**src/rtl/uart_pkg.sv**
```systemverilog
// rtl/uart_pkg.sv - shared FSM type, register map and STATUS layout for the MMIO UART transmitter
package uart_pkg;

  typedef enum logic [1:0] {
    ST_IDLE,
    ST_START,
    ST_DATA,
    ST_STOP
  } uart_state_e;

  localparam logic [3:0] UART_TXDATA = 4'h0;
  localparam logic [3:0] UART_STATUS = 4'h4;
  localparam logic [3:0] UART_DIV    = 4'h8;
  localparam logic [3:0] UART_CTRL   = 4'hC;

  localparam int STAT_FULL    = 0;
  localparam int STAT_EMPTY   = 1;
  localparam int STAT_BUSY    = 2;
  localparam int STAT_COUNT   = 3;
  localparam int STAT_COUNT_W = 3;
  localparam int STAT_OVF     = 6;

endpackage

```
**src/rtl/sync_fifo.sv**
```systemverilog
// rtl/sync_fifo.sv - synchronous FIFO with wrap-bit pointers and same-edge push/pop on full
module sync_fifo #(
  parameter  int WIDTH = 8,
  parameter  int DEPTH = 4,
  localparam int AW    = $clog2(DEPTH)
) (
  input  logic             clk,
  input  logic             rst,
  input  logic             push,
  input  logic [WIDTH-1:0] wdata,
  input  logic             pop,
  output logic [WIDTH-1:0] rdata,
  output logic             full,
  output logic             empty,
  output logic [AW:0]      count,
  output logic             push_ok
);

  localparam logic [AW:0] PTR_ONE = {{AW{1'b0}}, 1'b1};

  logic [WIDTH-1:0] mem [DEPTH];
  logic [AW:0]      wr_ptr;
  logic [AW:0]      rd_ptr;
  logic             do_pop;

  assign full    = (wr_ptr[AW] != rd_ptr[AW]) && (wr_ptr[AW-1:0] == rd_ptr[AW-1:0]);
  assign empty   = (wr_ptr == rd_ptr);
  assign count   = wr_ptr - rd_ptr;
  assign rdata   = mem[rd_ptr[AW-1:0]];
  assign do_pop  = pop && !empty;
  // The head slot is vacated on the same edge, so a full FIFO can still take a byte.
  assign push_ok = push && (!full || do_pop);

  always_ff @(posedge clk or negedge rst) begin
    if (!rst) begin
      wr_ptr <= '0;
      rd_ptr <= '0;
    end else begin
      if (push_ok) wr_ptr <= wr_ptr + PTR_ONE;
      if (do_pop)  rd_ptr <= rd_ptr + PTR_ONE;
    end
  end

  always_ff @(posedge clk) begin
    if (push_ok) mem[wr_ptr[AW-1:0]] <= wdata;
  end

endmodule

```
**src/rtl/uart_tx_mmio.sv**
```systemverilog
// rtl/uart_tx_mmio.sv - memory-mapped 8N1 UART transmitter with TX FIFO and drain interrupt
module uart_tx_mmio
  import uart_pkg::*;
#(
  parameter int                   FIFO_DEPTH  = 4,
  parameter int                   DIV_WIDTH   = 16,
  parameter logic [DIV_WIDTH-1:0] DIV_DEFAULT = 16'd434
) (
  input  logic        clk,
  input  logic        rst,
  input  logic        sel,
  input  logic [31:0] addr,
  input  logic        wr_en,
  input  logic        rd_en,
  input  logic [31:0] wr_data,
  output logic [31:0] rd_data,
  output logic        tx,
  output logic        irq
);

  localparam int                   CW      = $clog2(FIFO_DEPTH) + 1;
  localparam logic [DIV_WIDTH-1:0] DIV_ONE = {{(DIV_WIDTH-1){1'b0}}, 1'b1};

  uart_state_e          state;
  logic [DIV_WIDTH-1:0] div_q;
  logic [DIV_WIDTH-1:0] bit_cnt;
  logic [DIV_WIDTH-1:0] div_wr;
  logic [7:0]           shift;
  logic [2:0]           bit_idx;
  logic                 ctrl_en;
  logic                 ctrl_irq_en;
  logic                 ovf;
  logic [1:0]           reg_idx;
  logic                 wr_sel;
  logic                 rd_sel;
  logic                 txdata_wr;
  logic                 push_ok;
  logic                 pop;
  logic                 bit_done;
  logic                 busy;
  logic                 fifo_full;
  logic                 fifo_empty;
  logic [7:0]           fifo_head;
  logic [CW-1:0]        fifo_count;
  logic [31:0]          count_ext;
  logic                 unused_bits;

  assign reg_idx     = addr[3:2];
  assign wr_sel      = sel && wr_en;
  assign rd_sel      = sel && rd_en;
  assign txdata_wr   = wr_sel && (reg_idx == UART_TXDATA[3:2]);
  assign div_wr      = wr_data[DIV_WIDTH-1:0];
  assign count_ext   = 32'(fifo_count);
  assign busy        = (state != ST_IDLE);
  assign bit_done    = (bit_cnt == '0);
  assign pop         = ctrl_en && !fifo_empty &&
                       ((state == ST_IDLE) || ((state == ST_STOP) && bit_done));
  assign unused_bits = ^{addr, wr_data, count_ext};

  sync_fifo #(
    .WIDTH(8),
    .DEPTH(FIFO_DEPTH)
  ) u_fifo (
    .clk    (clk),
    .rst    (rst),
    .push   (txdata_wr),
    .wdata  (wr_data[7:0]),
    .pop    (pop),
    .rdata  (fifo_head),
    .full   (fifo_full),
    .empty  (fifo_empty),
    .count  (fifo_count),
    .push_ok(push_ok)
  );

  always_comb begin
    rd_data = '0;
    if (rd_sel) begin
      case (reg_idx)
        UART_STATUS[3:2]: begin
          rd_data[STAT_FULL]                     = fifo_full;
          rd_data[STAT_EMPTY]                    = fifo_empty;
          rd_data[STAT_BUSY]                     = busy;
          rd_data[STAT_COUNT +: STAT_COUNT_W]    = count_ext[STAT_COUNT_W-1:0];
          rd_data[STAT_OVF]                      = ovf;
        end
        UART_DIV[3:2]:  rd_data = 32'(div_q);
        UART_CTRL[3:2]: rd_data[1:0] = {ctrl_irq_en, ctrl_en};
        default:        rd_data = '0;
      endcase
    end
  end

  always_ff @(posedge clk or negedge rst) begin
    if (!rst) begin
      div_q       <= DIV_DEFAULT;
      ctrl_en     <= 1'b0;
      ctrl_irq_en <= 1'b0;
      ovf         <= 1'b0;
    end else begin
      if (txdata_wr && !push_ok) ovf <= 1'b1;
      if (wr_sel) begin
        case (reg_idx)
          UART_STATUS[3:2]: ovf <= 1'b0;
          UART_DIV[3:2]:    div_q <= (div_wr == '0) ? DIV_ONE : div_wr;
          UART_CTRL[3:2]: begin
            ctrl_en     <= wr_data[0];
            ctrl_irq_en <= wr_data[1];
          end
          default: ;
        endcase
      end
    end
  end

  // The divisor is sampled only when a bit starts, so DIV writes land on the next bit boundary.
  always_ff @(posedge clk or negedge rst) begin
    if (!rst) begin
      state   <= ST_IDLE;
      bit_cnt <= '0;
      shift   <= '0;
      bit_idx <= '0;
      tx      <= 1'b1;
      irq     <= 1'b0;
    end else begin
      irq <= ctrl_irq_en && fifo_empty && !busy;
      if (pop) begin
        state   <= ST_START;
        shift   <= fifo_head;
        bit_cnt <= div_q - DIV_ONE;
        tx      <= 1'b0;
      end else begin
        case (state)
          ST_IDLE: tx <= 1'b1;
          ST_START: begin
            if (bit_done) begin
              state   <= ST_DATA;
              bit_idx <= '0;
              tx      <= shift[0];
              shift   <= {1'b0, shift[7:1]};
              bit_cnt <= div_q - DIV_ONE;
            end else begin
              bit_cnt <= bit_cnt - DIV_ONE;
            end
          end
          ST_DATA: begin
            if (bit_done) begin
              bit_cnt <= div_q - DIV_ONE;
              if (bit_idx == 3'd7) begin
                state <= ST_STOP;
                tx    <= 1'b1;
              end else begin
                bit_idx <= bit_idx + 3'd1;
                tx      <= shift[0];
                shift   <= {1'b0, shift[7:1]};
              end
            end else begin
              bit_cnt <= bit_cnt - DIV_ONE;
            end
          end
          ST_STOP: begin
            if (bit_done) state <= ST_IDLE;
            else          bit_cnt <= bit_cnt - DIV_ONE;
          end
          default: state <= ST_IDLE;
        endcase
      end
    end
  end

endmodule

```
**config.mk**
```make
export PLATFORM = sky130hd
export DESIGN_NAME = uart_tx_mmio
export DESIGN_NICKNAME = d
export VERILOG_FILES = /design/src/rtl/uart_pkg.sv /design/src/rtl/sync_fifo.sv /design/src/rtl/uart_tx_mmio.sv
export SDC_FILE = /design/constraint.sdc
export NUM_CORES = 1
export LEC_CHECK = 0
export BUFFER_PORTS_ARGS = -buffer_cell sky130_fd_sc_hd__buf_2
export CAP_MARGIN = 20
export CORE_MARGIN = 3
export CORE_UTILIZATION = 40
export DETAILED_ROUTE_END_ITERATION = 8
export PLACE_DENSITY = 0.62
export SLEW_MARGIN = 30
export SYNTH_ARGS = -nofsm -noshare
export SYNTH_HDL_FRONTEND = slang
export SYNTH_SLANG_ARGS = --single-unit
export TNS_END_PERCENT = 5
```
**constraint.sdc**
```tcl
create_clock -name clk -period 3.4 [get_ports clk]
set_clock_uncertainty 0.2 [all_clocks]
set_input_delay 0.68 -clock clk [delete_from_list [all_inputs] [get_ports clk]]
set_output_delay 0.68 -clock clk [all_outputs]
set_load 0.05 [all_outputs]
```
==> results.py <==
metrics = {
    "yosys": {
        "synthCells": 436,
        "synth_cell_types": 55,
        "ys_seq_elements": 88,
        "synth.avg_cell_area_um2": 11.03,
        "synth-seq-area-share_pct": 49.28,
        "ys.flop_type": "dfrtp_1",
        "synthArstFlopShare_pct": 63.64,
        "synth_edf_count": 32,
        "synth_warnings": 0,
        "synth_area_um2": 4808,
    },
    "final_layout": {
        "fillCellCount": 1047,
        "drive_gt1_share_pct": 22.59,
        "diodes": 0,
        "area_growth_pct": 13.19,
        "fin_area_um2": 5443,
        "layout.nets": 572,
    },
    "clock_tree": {
        "clock-sinks": 88,
        "clock_path_buffers": 2,
        "post_cts_buffers": 0,
        "htreeDepth": 3,
        "cts_tree": "yes",
        "cts_buffers": 9,
        "clkLatencyLatePin_ns": 0.34,
        "path_clk_slew_ns": 0.07,
        "cts-root-buf": "clkbuf_16",
        "cts.hold.buffers_added": 0,
        "cts_resized": 0,
    },
    "sta": {
        "fmax_mhz": 331.0,
        "drv_slew": 0,
        "finalHoldViolations": 0,
        "slew_headroom_pct": 51.77,
        "whs_ns": 0.2803,
        "setup_violations": 0,
        "period_minus_slack_ns": 3.021,
        "fin_crit_sh_pct": 88.85,
        "fin_setup_tns_ns": 0,
        "rsz0062_at_grt": "no",
        "tightestPinTransition_ns": 0.7234,
    },
    "global_routing": {
        "grt_max_degree": 57,
        "grt.total_usage_pct": 16.05,
        "grt_pass1_wl_um": 16770,
        "grt.overflow.total": 0,
        "grt_pass1_vias": 3280,
        "antenna_found_initial": 0,
    },
    "setup_path": {
        "critPathKind": "register to output port",
        "start_kind": "register",
        "cp-end-kind": "output port",
        "critPathMaxFanout": 4,
        "arrival_ns": 2.14,
        "cp.required_ns": 2.52,
    },
    "route": {
        "vias_per_cell": 5.403,
        "drtPass1Iterations": 5,
        "dr.first_iter.drc_count": 172,
        "antenna_left": 0,
        "drc": 0,
        "via_count": 3404,
        "wl_per_cell_um": 16.17,
        "wl_um": 10180,
    },
    "floorplan": {
        "die_h_um": 115.6,
        "dieArea_um2": 13370,
        "start_util_pct": 41.58,
        "die_x_um": 115.6,
        "fp-row-count": 39,
        "fp.coreArea_um2": 11560,
        "ioPinCount": 103,
    },
    "pwr": {
        "p_seq_share_pct": 39.5,
        "power_density_nw_per_um2": 769.0,
        "intPower_mw": 2.550,
        "power_switching_mw": 1.635,
        "vdd_drop_max_mv": 0.4076,
        "power.leakage_nw": 2.290,
        "swShare_pct": 39.06,
        "power.clock.fraction_pct": 23.2,
        "combPwrFrac_pct": 37.3,
    },
    "placement": {
        "placed_area_um2": 5150,
        "gp_congestion": 0.8458,
        "port_buffers": 40,
        "dpl.hpwl_um": 7596,
    },
    "min_path": {
        "hold_class": "input port to async pin",
    },
    "outcome": {
        "outcome": "finished clean",
    },
    "run": {
        "maxCapViolations": 0,
    },
}
## cells in the mapped netlist, drive strengths merged, types with 2 or more instances
cell type | n | area, µm²
nor4 | 13 | 111.4
nand2b | 7 | 43.79
o22ai | 2 | 12.51
dfstp | 6 | 157.7
mux4 | 8 | 180.2
a222oi | 2 | 20.02
or4 | 5 | 45.04
a211oi | 2 | 15.01
ha | 20 | 250.2
xor2 | 9 | 78.83
and4 | 2 | 17.52
inv | 15 | 56.30
a22oi | 5 | 37.54
a31oi | 2 | 12.51
buf | 21 | 150.1
nand3 | 6 | 30.03
or3 | 3 | 23.77
edfxtp | 32 | 960.9
mux2i | 10 | 100.1
clkbuf | 12 | 45.04
dfrtp | 50 | 1251
mux2 | 17 | 191.4
nor2b | 2 | 12.51
nand2 | 34 | 127.6
and2 | 14 | 87.58
nor2 | 28 | 105.1
o21ai | 32 | 163.9
xnor2 | 12 | 105.1
nor3 | 14 | 70.07
and3 | 4 | 25.02
nor4b | 3 | 26.28
a21oi | 26 | 130.1
## through the flow
step                cells  utilization (%)  power, mW  setup slack (ns)
finish                630            47.06      4.185            0.3790
global route          630            47.06      4.487            0.2299
CTS                   630            47.06      4.215            0.3467
detailed placement    614            44.53      3.240            0.4856
global placement      614            44.53      3.196            0.4971
floorplan             451                -      2.811           0.02356
## cell families (layout without fill, tap and decap cells)
kind of cell / after synthesis / after routing / share of synthesized area [%]
mux: 35 / 35 / 9.810
compound gates: 82 / 82 / 10.28
simple gates: 140 / 140 / 15.87
flops: 88 / 88 / 49.28
xor+xnor: 21 / 21 / 3.825
buf+inv: 48 / 84 / 5.230
other cells: 1 / 16 / 0.07799
fa+ha+maj: 21 / 21 / 5.621
## flip-flops by register name (all words and copies together), names as in the netlist, 2 cells and up
name / flops
u_fifo.mem: 32
bit_cnt: 16
div_q: 16
shift: 8
bit_idx: 3
u_fifo.rd_ptr: 3
u_fifo.wr_ptr: 3
state: 2
## critical path, stage by stage, from the launching register on
cell	delay (ns)
dfrtp_1	0.41
inv_1	0.14
ha_1	0.18
fa_1	0.41
nand2b_1	0.15
a21oi_1	0.20
buf_2	0.31
## power by group through the flow
stage	clock [mW]	sequential, mW	combinational, mW
floorplan	0	1.61	1.20
global placement	0	1.66	1.53
detailed placement	0	1.67	1.57
CTS	0.985	1.65	1.58
global route	1.03	1.70	1.76
finish	0.970	1.65	1.56
## path summary, 6_finish.rpt
| path | start | slack (ns) | cells past startpoint | endpoint |
|---|---|---|---|---|
| min in group clk | u_fifo.rd_ptr[2] | 0.29 | 1 | u_fifo.rd_ptr[2] |
| hold / removal | rst | 0.28 | 2 | div_q[10] |
| max in group asynchronous | rst | 2.24 | 2 | ovf |
| setup reg to reg | bit_cnt[0] | 0.53 | 9 | bit_cnt[10] |
| hold reg to reg | u_fifo.rd_ptr[2] | 0.29 | 1 | u_fifo.rd_ptr[2] |
| setup / recovery | u_fifo.wr_ptr[0] | 0.38 | 6 | rd_data[4] |
## placed cells by master (no fill, tap or decap), drive strengths merged, types with 10 or more instances in the layout
| cell | n |
|---|---|
| mux2 | 17 |
| a21oi | 26 |
| nor2 | 28 |
| conb | 16 |
| inv | 20 |
| ha | 20 |
| o21ai | 32 |
| and2 | 14 |
| mux2i | 10 |
| buf | 53 |
| nor4 | 13 |
| xnor2 | 12 |
| nand2 | 34 |
| nor3 | 14 |
| dfrtp | 50 |
| edfxtp | 32 |
## final cells by class
class	instances	area [µm²]	area share (%)
Clock inverter	7	67.56	1.241
Clock buffer	9	225.2	4.138
Sequential cell	88	2370	43.54
Tap cell	143	178.9	3.287
Timing Repair Buffer	53	297.8	5.471
Inverter	15	56.30	1.034
Multi-Input combinational cell	315	2247	41.29
## metal layers
layer	vias up	wire, µm	GRT usage, %	part of all wire [%]
met4	0	123	4.022	1.2
met1	1677	4878	23.30	48
met2	79	4743	24.88	47
li1	1640	-	-	-
met3	8	439	3.185	4.3
met5	-	0	0	0
Note: power is estimated with default switching activity, not from simulation.
